===== config.mk =====
export PLATFORM = sky130hd
export DESIGN_NAME = gray_sync
export DESIGN_NICKNAME = d
export VERILOG_FILES = /design/src/rtl/gray_rx_pkg.sv /design/src/rtl/gray_rx_checker_sync.sv
export SDC_FILE = /design/constraint.sdc
export NUM_CORES = 1
export LEC_CHECK = 0
export CAP_MARGIN = 10
export CORE_MARGIN = 4
export CORE_UTILIZATION = 31
export CTS_CLUSTER_SIZE = 25
export DETAILED_ROUTE_END_ITERATION = 16
export GPL_TIMING_DRIVEN = 1
export PLACE_DENSITY = 0.57
export SYNTH_ARGS = -nofsm -noshare
export SYNTH_HDL_FRONTEND = slang
export SYNTH_SLANG_ARGS = --single-unit

===== constraint.sdc =====
create_clock -name clk -period 1.1 [get_ports clk]
set_input_delay 0.22 -clock clk [delete_from_list [all_inputs] [get_ports clk]]
set_output_delay 0.22 -clock clk [all_outputs]
set_load 0.02 [all_outputs]

===== src/rtl/gray_rx_pkg.sv =====
// Shared types and helpers for the Gray-count receiver/checker.
// Holds the tracker state enum, the per-update step classification and
// a width-generic Gray-to-binary conversion (xor prefix from the MSB down).
package gray_rx_pkg;

  // Tracker states: waiting for the synchroniser to fill, tracking
  // cleanly, or recovering after an illegal step.
  typedef enum logic [1:0] {
    ACQ   = 2'd0,
    TRACK = 2'd1,
    FAULT = 2'd2
  } state_t;

  // Classification of one update relative to the previous binary value.
  typedef enum logic [1:0] {
    HOLD = 2'd0,
    STEP = 2'd1,
    BAD  = 2'd2
  } step_t;

  // Widest count the conversion helper handles; callers zero-extend
  // into it and truncate the result back to their own width. Zero
  // upper bits leave the prefix xor of the real bits unchanged.
  localparam int GRAY_MAX_W = 64;

  // Gray to binary: each binary bit is the xor of all Gray bits at or
  // above it, built as a running xor from the MSB downwards.
  function automatic logic [GRAY_MAX_W-1:0] gray2bin(input logic [GRAY_MAX_W-1:0] g);
    logic [GRAY_MAX_W-1:0] b;
    b[GRAY_MAX_W-1] = g[GRAY_MAX_W-1];
    for (int i = GRAY_MAX_W - 2; i >= 0; i--) begin
      b[i] = b[i+1] ^ g[i];
    end
    return b;
  endfunction

endpackage


===== src/rtl/gray_rx_checker_sync.sv =====
// Multi-flop synchroniser for the incoming Gray bus.
// Latency: STAGES clk edges from i_d to o_q; no backpressure (free-running).
// Gray coding guarantees at most one bit changes per upstream update,
// so a bit-wise synchroniser still yields a coherent (old or new) value.
module gray_sync
  import gray_rx_pkg::*;
#(
  parameter int WIDTH  = 16,
  parameter int STAGES = 2
) (
  input  logic             clk,
  input  logic             rst,
  input  logic [WIDTH-1:0] i_d,
  output logic [WIDTH-1:0] o_q
);

  logic [WIDTH-1:0] r_stage [STAGES];

  // Shift the asynchronous Gray value through the flop chain.
  always_ff @(posedge clk or posedge rst) begin
    if (rst) begin
      for (int i = 0; i < STAGES; i++) begin
        r_stage[i] <= '0;
      end
    end else begin
      r_stage[0] <= i_d;
      for (int i = 1; i < STAGES; i++) begin
        r_stage[i] <= r_stage[i-1];
      end
    end
  end

  assign o_q = r_stage[STAGES-1];

endmodule


==> metrics <==
comb_multi_in 0; synth warn 0; GRT Total Usage 0.0741; antenna violations before repair 0; Seq/Total Area, Yosys 0.866; Final setup viols 0; initial core utilization 0.330; post-synthesis compound-gate area fraction 0; synthesized instance count 49; DR vias/cell about 3.8; CTS resizes 64; CP delay by family, top flip-flops; largest family of logic cells by synthesized area buffers and inverters; CTS clk-pin slew, worst paths roughly 0.09 ns; Crit path required time 0.88 ns; post-route setup TNS 0 ns; Slew Limit Headroom 0.891; final antenna-violating net count 0; FF/Latch Area roughly 800 um^2; Syn Nets 67; worst setup margin ~0.046 ns; drt wl/cell approximately 12 um; kind of critical path flip-flop to primary output; leading area contributor after synthesis dfrtp_1; RSZ-0062 raised after global routing true; Clk network pwr share 0.366; Worst Skew 0.00322 ns; number of H-tree levels 2; Total Routed Length 1250 um; crit-path cells buf_6; Max IR drop VDD between 0.8 and 0.9 mV; count of final hold-check violations 0; Layout area overhead 35.5%; combinational share of power 0.081; Period Utilization, post-route 0.959; met1 WL around 370 um; Clock Tree Buf Depth 2; TritonCTS buffer count 5; Synth top area share 0.866; vias in the first global route between 400 and 500; post-CTS setup buffer count 0; antenna fix cells 0; worst slack at placement -0.0415 ns; dpl hpwl between 800 and 900 um; clock root buffer clkbuf_4; # DRC 0; detailed-route via count just over 400; slowest stage cell, crit path dfrtp_1; met3 routed WL approximately 120 um; Die W roughly 63 um; die extent in y around 63 um; clk_lat worst skew a little over 0.3 ns; final worst path period need 1.05 ns; area of the multi-input gates 0 um^2; first-pass GRT wire length between 2000 and 2500 um; outcome complete, no violations; Post-Syn Area between 900 and 1000 um^2; CP max FO 1; max incr delay on CP between 0.3 and 0.4 ns; PortBufs 33; Worst-Margin Slew around 0.16 ns; WP buf/inv 1; post-synth cell types 3; CTS sink cnt 32; largest net degree at the start of global routing 33; CTS tree built; adder-cell area share of the yosys netlist 0; mean area per synthesized cell around 19 um^2; switch share 0.199; P_int ~1800 uW; fraction of layout cells with a size suffix above 1 0.320; Final Max Slew Viols 0; share of power burned in registers 0.553; DRT Pass-1 Iters 3; 1st-iter DRT viols 3; top routing layer in use met4; simple-gate share of the synthesized area 0; Pwr per Cell Area 1810 nW/um^2; #FFs+latches synth 32; mux contribution to synthesized area 0; maximum clock frequency 948 MHz; startpoint types flip-flop; CORE AREA 2810 um^2; Final nets 92; Post-Synth XOR/XNOR Area 0; P_sw 451 uW; fill count between 200 and 300; cts hold-fix bufs 0; I/O pins 34; crit path DAT roughly 0.83 ns; maxcap violations 0; P_leak about 0.00058 uW; Core Rows 19; GRT overflow 0; global placer's final weighted congestion just under 0.7; DIE AREA just under 4000 um^2; met2 WL between 700 and 800 um; CP endpoint kind primary output; hold crit path type input port to asynchronous set/reset pin; top post-synthesis cells by area dfrtp_1, buf_4, inv_1; PnR Total Power around 2300 uW
[state kept, by name, indices dropped and copies added (netlist names)]
signal,cells
r_stage,16
o_q,16
[final timing paths]
path	cells past startpoint	slack, ns	startpoint	to
setup / recovery	1	0.05	o_q[11]$_DFF_PP0_	o_q[11]
max in group asynchronous	3	0.71	rst	o_q[10]$_DFF_PP0_
hold / removal	3	0.23	rst	r_stage[17]$_DFF_PP0_
hold reg to reg	0	0.35	r_stage[30]$_DFF_PP0_	o_q[14]$_DFF_PP0_
min in group clk	1	0.33	i_d[13]	r_stage[29]$_DFF_PP0_
setup reg to reg	0	0.62	r_stage[27]$_DFF_PP0_	o_q[11]$_DFF_PP0_
[power groups by stage]
stage               Sequential [uW]  Clock (uW)  Combinational, uW
floorplan                      1270           0                102
finish                         1250         829                183
CTS                            1250         861                164
global placement               1270           0                190
global route                   1260         926                194
detailed placement             1270           0                193
[cell families after synthesis]
group	Yosys count
DFF	32
buffers and inverters	17
[cells in the final DEF (no fill, tap or decap)]
cell type,n
buf_12,1
buf_2,6
buf_6,10
bufinv_16,1
clkbuf_1,1
clkbuf_4,5
clkdlybuf4s50_1,17
clkinv_2,1
dfrtp_1,32
inv_1,1
[synth_stat cells]
master and n:
inv_1 1, buf_4 16, dfrtp_1 32
[per-layer routing]
| metal | global-route usage | vias to the layer above |
|---|---|---|
| met5 | 0 | - |
| met1 | 0.0579 | 201 |
| met2 | 0.124 | 20 |
| met4 | 0.0661 | 0 |
| li1 | - | 180 |
| met3 | 0.0468 | 5 |
[layout make-up]
| cell class | count | area share |
|---|---|---|
| clock inverter | 2 | 0.0280 |
| clock buffer | 6 | 0.0330 |
| timing repair buffer | 34 | 0.266 |
| sequential | 32 | 0.639 |
| tap | 31 | 0.0310 |
| inverter | 1 | 0.00300 |
[metrics by stage]
| stage | util | instance area [um^2] | hold slack [ns] | instances |
|---|---|---|---|---|
| global placement | 0.426 | 1190 | 0.332 | 98 |
| floorplan | - | 925 | 0.251 | 49 |
| global route | 0.446 | 1250 | 0.209 | 106 |
| detailed placement | 0.426 | 1190 | 0.335 | 98 |
| finish | 0.446 | 1250 | 0.231 | 106 |
| CTS | 0.424 | 1190 | 0.220 | 106 |
Note: power is estimated with default switching activity, not from simulation.
